**config.mk**
```make
export PLATFORM = sky130hd
export DESIGN_NAME = fir_stream_engine
export DESIGN_NICKNAME = d
export VERILOG_FILES = /design/src/rtl/fir_stream_engine.sv
export SDC_FILE = /design/constraint.sdc
export NUM_CORES = 2
export LEC_CHECK = 0
export BUFFER_PORTS_ARGS = -buffer_cell sky130_fd_sc_hd__buf_2
export CORE_ASPECT_RATIO = 2
export CORE_MARGIN = 1
export CORE_UTILIZATION = 35
export DETAILED_ROUTE_END_ITERATION = 8
export GPL_TIMING_DRIVEN = 0
export PLACE_DENSITY = 0.54
export SLEW_MARGIN = 20
export SYNTH_ARGS = -nofsm -noshare
export SYNTH_HDL_FRONTEND = slang
export SYNTH_SLANG_ARGS = --single-unit
```
**constraint.sdc**
```tcl
create_clock -name axis_clk -period 14.07 [get_ports axis_clk]
set_input_delay 0.7035 -clock axis_clk [delete_from_list [all_inputs] [get_ports axis_clk]]
set_output_delay 0.7035 -clock axis_clk [all_outputs]
set_load 0.1 [all_outputs]
```
**src/rtl/fir_stream_engine.sv**
```systemverilog
// fir_stream_engine: N-tap signed FIR filter.
// Coefficients and control are reached over AXI4-Lite. Samples arrive on an
// AXI-Stream slave and filtered results leave on an AXI-Stream master.
// The filter performs one multiply-accumulate per cycle over a circular
// sample buffer that it owns.
// Optional feature macro FIR_SAT_EN: when defined, the accumulator is shifted
// right arithmetically by OUT_SHIFT and then saturated to the signed output
// range. When undefined, the output is the low pDATA_WIDTH bits of the
// accumulator, which wraps on overflow.
`timescale 1ns/1ps

module fir_stream_engine #(
  parameter int pADDR_WIDTH = 12,
  parameter int pDATA_WIDTH = 32,
  parameter int NUM_TAPS    = 11,
  parameter int OUT_SHIFT   = 0
) (
  input  logic                   axis_clk,
  input  logic                   axis_rst_n,
  // AXI4-Lite write
  input  logic                   awvalid,
  output logic                   awready,
  input  logic [pADDR_WIDTH-1:0] awaddr,
  input  logic                   wvalid,
  output logic                   wready,
  input  logic [pDATA_WIDTH-1:0] wdata,
  // AXI4-Lite read
  input  logic                   arvalid,
  output logic                   arready,
  input  logic [pADDR_WIDTH-1:0] araddr,
  output logic                   rvalid,
  input  logic                   rready,
  output logic [pDATA_WIDTH-1:0] rdata,
  // AXI-Stream in
  input  logic                   ss_tvalid,
  output logic                   ss_tready,
  input  logic [pDATA_WIDTH-1:0] ss_tdata,
  input  logic                   ss_tlast,
  // AXI-Stream out
  output logic                   sm_tvalid,
  input  logic                   sm_tready,
  output logic [pDATA_WIDTH-1:0] sm_tdata,
  output logic                   sm_tlast
);

  localparam int IW = $clog2(NUM_TAPS);
  localparam int PW = 2 * pDATA_WIDTH;
  localparam int AW = PW + IW;

  localparam logic [pADDR_WIDTH-1:0] ADDR_CTRL    = '0;
  localparam logic [pADDR_WIDTH-1:0] ADDR_LEN     = pADDR_WIDTH'(16);
  localparam logic [pADDR_WIDTH-1:0] ADDR_TAP0    = pADDR_WIDTH'(64);
  localparam logic [pADDR_WIDTH-1:0] ADDR_TAP_END = pADDR_WIDTH'(64 + 4 * NUM_TAPS);
  localparam logic [IW-1:0]          LAST_IDX     = IW'(NUM_TAPS - 1);

  typedef enum logic [2:0] {
    S_IDLE,
    S_CLEAR,
    S_WAIT_IN,
    S_MAC,
    S_OUT,
    S_DONE
  } state_t;

  state_t state, next_state;

  logic [pDATA_WIDTH-1:0] taps       [NUM_TAPS];
  logic [pDATA_WIDTH-1:0] sample_buf [NUM_TAPS];
  logic [pDATA_WIDTH-1:0] data_length;
  logic [pDATA_WIDTH-1:0] out_cnt;
  logic                   ap_start, ap_done, ap_idle;
  logic                   enter_done;

  logic [IW-1:0]          head, rd_ptr, mac_idx, clr_idx;
  logic signed [PW-1:0]   tap_ext, smp_ext, product;
  logic signed [AW-1:0]   acc, acc_next;
  logic [pDATA_WIDTH-1:0] out_value;

  // ---------------------------------------------------------------------
  // AXI4-Lite address decode
  // ---------------------------------------------------------------------
  logic                   wr_fire, wr_tap, wr_len, wr_start;
  logic [pADDR_WIDTH-1:0] wr_off, rd_off;
  logic [IW-1:0]          wr_tap_idx, rd_tap_idx;
  logic                   rd_fire, rd_tap;
  logic [pDATA_WIDTH-1:0] rd_value;

  // A write is taken only when the address and the data arrive together.
  assign wr_fire    = awvalid && wvalid;
  assign awready    = wr_fire;
  assign wready     = wr_fire;
  assign wr_off     = awaddr - ADDR_TAP0;
  assign wr_tap_idx = wr_off[IW+1:2];
  assign wr_tap     = wr_fire && ap_idle && (awaddr >= ADDR_TAP0) &&
                      (awaddr < ADDR_TAP_END) && (awaddr[1:0] == 2'b00);
  assign wr_len     = wr_fire && ap_idle && (awaddr == ADDR_LEN);
  assign wr_start   = wr_fire && ap_idle && (awaddr == ADDR_CTRL) && wdata[0];

  // Only one read is in flight: no new address is accepted while rdata is held.
  assign arready    = arvalid && !rvalid;
  assign rd_fire    = arvalid && arready;
  assign rd_off     = araddr - ADDR_TAP0;
  assign rd_tap_idx = rd_off[IW+1:2];
  assign rd_tap     = (araddr >= ADDR_TAP0) && (araddr < ADDR_TAP_END) &&
                      (araddr[1:0] == 2'b00);

  // Address bits outside the tap index and the ignored tlast are deliberately dropped.
  logic unused_bits;
  assign unused_bits = ^{ss_tlast, wr_off[1:0], wr_off[pADDR_WIDTH-1:IW+2],
                         rd_off[1:0], rd_off[pADDR_WIDTH-1:IW+2]};

  // Read data mux; unmapped addresses return zero.
  // NOTE: every always_comb output gets a default first, so no path can leave it unassigned and infer a latch.
  always_comb begin
    rd_value = '0;
    if (araddr == ADDR_CTRL) begin
      rd_value = pDATA_WIDTH'({ap_idle, ap_done, ap_start});
    end else if (araddr == ADDR_LEN) begin
      rd_value = data_length;
    end else if (rd_tap) begin
      rd_value = taps[rd_tap_idx];
    end
  end

  // Read channel: capture the data on the address handshake and hold it until rready.
  // NOTE: sequential state uses non-blocking assignments so every register samples pre-edge values.
  always_ff @(posedge axis_clk or negedge axis_rst_n) begin
    if (!axis_rst_n) begin
      rvalid <= 1'b0;
      rdata  <= '0;
    end else if (rd_fire) begin
      rvalid <= 1'b1;
      rdata  <= rd_value;
    end else if (rready) begin
      rvalid <= 1'b0;
    end
  end

  // Control and status: start request, done/idle flags, and frame length.
  always_ff @(posedge axis_clk or negedge axis_rst_n) begin
    if (!axis_rst_n) begin
      ap_start    <= 1'b0;
      ap_done     <= 1'b0;
      ap_idle     <= 1'b1;
      data_length <= '0;
    end else begin
      if (wr_len) begin
        data_length <= wdata;
      end
      if (state == S_IDLE && ap_start) begin
        ap_start <= 1'b0;
        ap_idle  <= 1'b0;
      end else if (wr_start) begin
        ap_start <= 1'b1;
      end
      // A done event wins over a status read that lands on the same edge.
      if (enter_done) begin
        ap_done <= 1'b1;
        ap_idle <= 1'b1;
      end else if (rd_fire && araddr == ADDR_CTRL) begin
        ap_done <= 1'b0;
      end
    end
  end

  // Coefficient register file: writable only while the engine is idle.
  // NOTE: taps and samples must read as zero straight after reset, so both arrays are flops with an explicit reset loop rather than an unreset RAM.
  always_ff @(posedge axis_clk or negedge axis_rst_n) begin
    if (!axis_rst_n) begin
      for (int i = 0; i < NUM_TAPS; i++) taps[i] <= '0;
    end else if (wr_tap) begin
      taps[wr_tap_idx] <= wdata;
    end
  end

  // ---------------------------------------------------------------------
  // Multiply-accumulate datapath
  // ---------------------------------------------------------------------
  // Both operands are sign-extended to full product width before multiplying.
  assign tap_ext  = PW'($signed(taps[mac_idx]));
  assign smp_ext  = PW'($signed(sample_buf[rd_ptr]));
  assign product  = tap_ext * smp_ext;
  assign acc_next = acc + AW'(product);

`ifdef FIR_SAT_EN
  localparam logic signed [AW-1:0] SAT_MAX = AW'({1'b0, {(pDATA_WIDTH-1){1'b1}}});
  localparam logic signed [AW-1:0] SAT_MIN = ~SAT_MAX;

  logic signed [AW-1:0] acc_shifted;

  // Scale the final sum, then clamp it to the signed output range.
  always_comb begin
    acc_shifted = acc_next >>> OUT_SHIFT;
    out_value   = acc_shifted[pDATA_WIDTH-1:0];
    if (acc_shifted > SAT_MAX) begin
      out_value = SAT_MAX[pDATA_WIDTH-1:0];
    end else if (acc_shifted < SAT_MIN) begin
      out_value = SAT_MIN[pDATA_WIDTH-1:0];
    end
  end
`else
  // OUT_SHIFT has no effect in the wrapping build; it appears here at weight zero.
  localparam int WRAP_LSB = 0 * OUT_SHIFT;
  assign out_value = acc_next[WRAP_LSB +: pDATA_WIDTH];
`endif

  // State register.
  always_ff @(posedge axis_clk or negedge axis_rst_n) begin
    if (!axis_rst_n) begin
      state <= S_IDLE;
    end else begin
      state <= next_state;
    end
  end

  // Next-state logic plus the stream handshake outputs.
  always_comb begin
    next_state = state;
    ss_tready  = 1'b0;
    sm_tvalid  = 1'b0;
    case (state)
      S_IDLE: begin
        if (ap_start) next_state = S_CLEAR;
      end
      S_CLEAR: begin
        if (clr_idx == LAST_IDX) begin
          next_state = (data_length == '0) ? S_DONE : S_WAIT_IN;
        end
      end
      S_WAIT_IN: begin
        ss_tready = 1'b1;
        if (ss_tvalid) next_state = S_MAC;
      end
      S_MAC: begin
        if (mac_idx == LAST_IDX) next_state = S_OUT;
      end
      S_OUT: begin
        sm_tvalid = 1'b1;
        if (sm_tready) next_state = sm_tlast ? S_DONE : S_WAIT_IN;
      end
      S_DONE: begin
        next_state = S_IDLE;
      end
      default: next_state = S_IDLE;
    endcase
  end

  assign enter_done = (next_state == S_DONE) && (state != S_DONE);

  // Sample buffer, pointers, accumulator and the registered stream output.
  always_ff @(posedge axis_clk or negedge axis_rst_n) begin
    if (!axis_rst_n) begin
      for (int i = 0; i < NUM_TAPS; i++) sample_buf[i] <= '0;
      head     <= '0;
      rd_ptr   <= '0;
      mac_idx  <= '0;
      clr_idx  <= '0;
      acc      <= '0;
      out_cnt  <= '0;
      sm_tdata <= '0;
      sm_tlast <= 1'b0;
    end else begin
      case (state)
        S_IDLE: begin
          clr_idx <= '0;
          head    <= '0;
          out_cnt <= '0;
        end
        S_CLEAR: begin
          sample_buf[clr_idx] <= '0;
          clr_idx             <= clr_idx + IW'(1);
        end
        S_WAIT_IN: begin
          if (ss_tvalid) begin
            // The newest sample lands at head; the MAC walks backwards from it.
            sample_buf[head] <= ss_tdata;
            rd_ptr           <= head;
            head             <= (head == LAST_IDX) ? '0 : head + IW'(1);
            mac_idx          <= '0;
            acc              <= '0;
          end
        end
        S_MAC: begin
          acc     <= acc_next;
          mac_idx <= mac_idx + IW'(1);
          rd_ptr  <= (rd_ptr == '0) ? LAST_IDX : rd_ptr - IW'(1);
          if (mac_idx == LAST_IDX) begin
            sm_tdata <= out_value;
            sm_tlast <= (out_cnt + pDATA_WIDTH'(1)) == data_length;
          end
        end
        S_OUT: begin
          if (sm_tready) out_cnt <= out_cnt + pDATA_WIDTH'(1);
        end
        default: ;
      endcase
    end
  end

endmodule

```
==> flow_summary.json <==
{
  "cp.required_ns": 14.75,
  "cts-root-buf": "clkbuf_16",
  "synth.distinct_cells": 82,
  "p_leak_nw": 30.96,
  "grt_max_degree": 140,
  "hold_viol": 0,
  "yosys.area.top_type": "dfrtp_1",
  "ios": 168,
  "clock_skew_ns": 0.09214,
  "avgSynthCellArea_um2": 11.37,
  "hold_path_end": "sample_buf[54]$_DFFE_PN0P_",
  "final_nets": 6199,
  "grt_pass1_wl_um": 347400,
  "rsz0062_at_grt": "false",
  "synth_edf_count": 0,
  "drtPass1Iterations": 5,
  "vias": 45060,
  "grt_overflow": 0,
  "antenna_found_initial": 17,
  "critPathArrivalTime_ns": 13.31,
  "r2r_end": "sm_tdata[31]$_DFFE_PN0P_",
  "holdCritPathClass": "input port to flip-flop",
  "power_density_mw_per_mm2": 164.3,
  "final_common_cell": "dfrtp_1",
  "die_area_mm2": 0.1718,
  "drv_cap": 0,
  "yosysSeqAreaShare": 0.3734,
  "placedCellCount": 7671,
  "ys_ff_latch": 888,
  "drt-total-wl_um": 243500,
  "period_minus_slack_ns": 12.63,
  "clk_latency_ns": 0.78,
  "max_freq_mhz": 79.15,
  "place.port_buffers": 162,
  "cts_htree_levels": 3,
  "grtUsageTotal": 0.2857,
  "ant_nets": 0,
  "fin_area_mm2": 0.06678,
  "post_cts_buffers": 0,
  "reg2reg_slack_ns": 1.44,
  "crit_slowest_cell": "o21a_1",
  "synth_cells": 5233,
  "worstPathMaxFanout": 10,
  "start_util": 0.3528,
  "regToRegStartpoint": "mac_idx[1]$_DFFE_PN0P_",
  "cpPeakStageDelay_ns": 0.88,
  "crit_family": "adder cells",
  "cp-start-kind": "flip-flop",
  "num_rows": 213,
  "slew_viol_final": 0,
  "vias_per_cell": 5.744,
  "end_kind": "flip-flop",
  "path_class": "flip-flop to flip-flop",
  "stdcell_count": 7845,
  "drc": 0,
  "coreArea_mm2": 0.1687,
  "yosysWarningCount": 0,
  "status": "complete, no violations",
  "synth_top_cell_area_share": 0.3729,
  "cts_buffer_depth": 3,
  "async_flop_share": 1.000,
  "syn_nets": 5928,
  "ff2ff_path_depth": 33,
  "slew-limit-headroom": 0.1640,
  "syn_area_mm2": 0.05952,
  "cts_sinks": 888,
  "drtIter0Drc": 3622,
  "finalSetupViolCount": 0,
  "dpl.hpwl_um": 184700,
  "fillers": 16530,
  "post_drt_wl_per_cell_um": 31.04,
  "vdd_drop_max_uv": 114.4,
  "placed_area_mm2": 0.06365,
  "place.gp.congestion": 0.9676,
  "path_clk_slew_ns": 0.07,
  "numCtsBuffers": 86,
  "min_period_over_period": 0.8979,
  "layout_common_cells": "dfrtp_1, inv_1, nor2_1",
  "crit_buf_inv": 9,
  "synth_ff_type": "dfrtp_1",
  "cts-resized-gates": 0,
  "grt_pass1_vias": 47880,
  "cts_tree": "built",
  "layout-drive-gt1-share": 0.2014,
  "area_delta_synth_final_pct": 12.21,
  "cp_common_cell": "fa_1",
  "min_from": "ss_tdata[22]",
  "die_w_um": 293.6,
  "hold_depth": 2,
  "tightest_slew_ns": 1.254,
  "fp.dieH_um": 585.2,
  "ys_top_cells_by_area": "dfrtp_1, fa_1, mux2_2"
}
-- registers in the layout, summed over array words and instances, names as in the netlist, 32 cells and up --
| signal | count |
|---|---|
| out_cnt | 32 |
| sample_buf | 352 |
| acc | 32 |
| sm_tdata | 32 |
| data_length | 32 |
| taps | 352 |
| rdata | 32 |
-- cells in the mapped netlist (5+ instances only) --
master	instances
a21o_1	26
a21oi_1	111
a21oi_2	8
a221o_1	20
a221oi_1	65
a22o_1	368
a31oi_1	13
a32o_1	6
and2_1	14
and3_1	15
and4_1	6
buf_1	16
buf_12	5
buf_2	28
buf_4	10
buf_6	11
clkbuf_1	331
dfrtp_1	887
fa_1	438
ha_1	160
inv_1	557
mux2_2	443
mux2i_1	77
mux4_1	10
mux4_2	181
nand2_1	272
nand2b_1	58
nand3_1	48
nand4_1	7
nor2_1	486
nor2b_1	25
nor3_1	42
nor4_1	13
o21ai_0	119
o21ai_1	16
o22ai_1	32
o31a_1	13
o31ai_1	25
o31ai_2	6
or2_2	53
xnor2_1	108
xor2_1	32
-- worst max path at each step --
stage / start / to / cells after the start
after floorplan: mac_idx[0]$_DFFE_PN0P_ / acc[31]$_DFFE_PN0P_ / 30
after global placement: axis_rst_n / sample_buf[231]$_DFFE_PN0P_ / 1
after detailed placement: rd_ptr[3]$_DFFE_PN0P_ / sm_tdata[31]$_DFFE_PN0P_ / 31
after CTS: rd_ptr[3]$_DFFE_PN0P_ / sm_tdata[31]$_DFFE_PN0P_ / 31
after global routing: mac_idx[1]$_DFFE_PN0P_ / sm_tdata[31]$_DFFE_PN0P_ / 33
final: mac_idx[1]$_DFFE_PN0P_ / sm_tdata[31]$_DFFE_PN0P_ / 33
-- power by group --
part,internal (mW),switching (mW)
clock,1.41,1.18
sequential,2.73,0.124
combinational,1.58,3.96
-- per-layer routing --
layer,track usage,wire length [um]
met1,0.2814,77200
met5,0.0002836,59
met4,0.2681,28200
met2,0.5029,123500
met3,0.05179,14490
-- layout make-up --
type | instances | area (um2) | area share
clock inverter | 39 | 640.6 | 0.009592
buffer | 402 | 1775 | 0.02659
tap | 2257 | 2824 | 0.04229
timing repair buffer | 183 | 1205 | 0.01804
multi-input combinational | 3382 | 33560 | 0.5026
sequential | 888 | 22220 | 0.3328
clock buffer | 116 | 2405 | 0.03601
inverter | 561 | 2106 | 0.03153
antenna | 17 | 42.54 | 0.0006370
-- worst register-to-register path: cells and delay by family (launching register included) --
family | cells | cell delay [ns]
mux | 1 | 0.45
flops | 1 | 0.43
xor+xnor | 1 | 0.65
buf+inv | 9 | 2.90
simple gates | 4 | 0.52
fa+ha+maj | 9 | 4.10
compound gates | 9 | 3.49
-- stage by stage --
stage	TNS [ns]	util	worst slack [ns]	total power, mW	hold WS [ns]
after CTS	0	0.3954	1.551	10.94	0.1470
after floorplan	0	-	5.466	6.059	0.4079
after detailed placement	0	0.3773	1.560	8.351	0.4646
final	0	0.3959	1.436	10.97	0.1724
after global placement	-6384.91	0.3743	-7.655	8.255	0.4607
after global routing	0	0.3957	1.543	11.37	0.1696
-- repair_timing --
action	CTS	global route
hold buffers	1	0
hold endpoints to repair	81	0
setup endpoints to repair	0	0
-- kinds of logic after synthesis --
logic type / count (synthesis) / share of synthesized area
adder cells (fa/ha/maj): 598 / 0.1810
buffers and inverters: 963 / 0.06490
flip-flops: 888 / 0.3734
AO/OA/AOI/OAI: 864 / 0.1103
multiplexers: 711 / 0.1697
XOR/XNOR: 144 / 0.02180
AND/OR/NAND/NOR: 1065 / 0.07898
No activity file was read; power rests on OpenSTA's default activity.
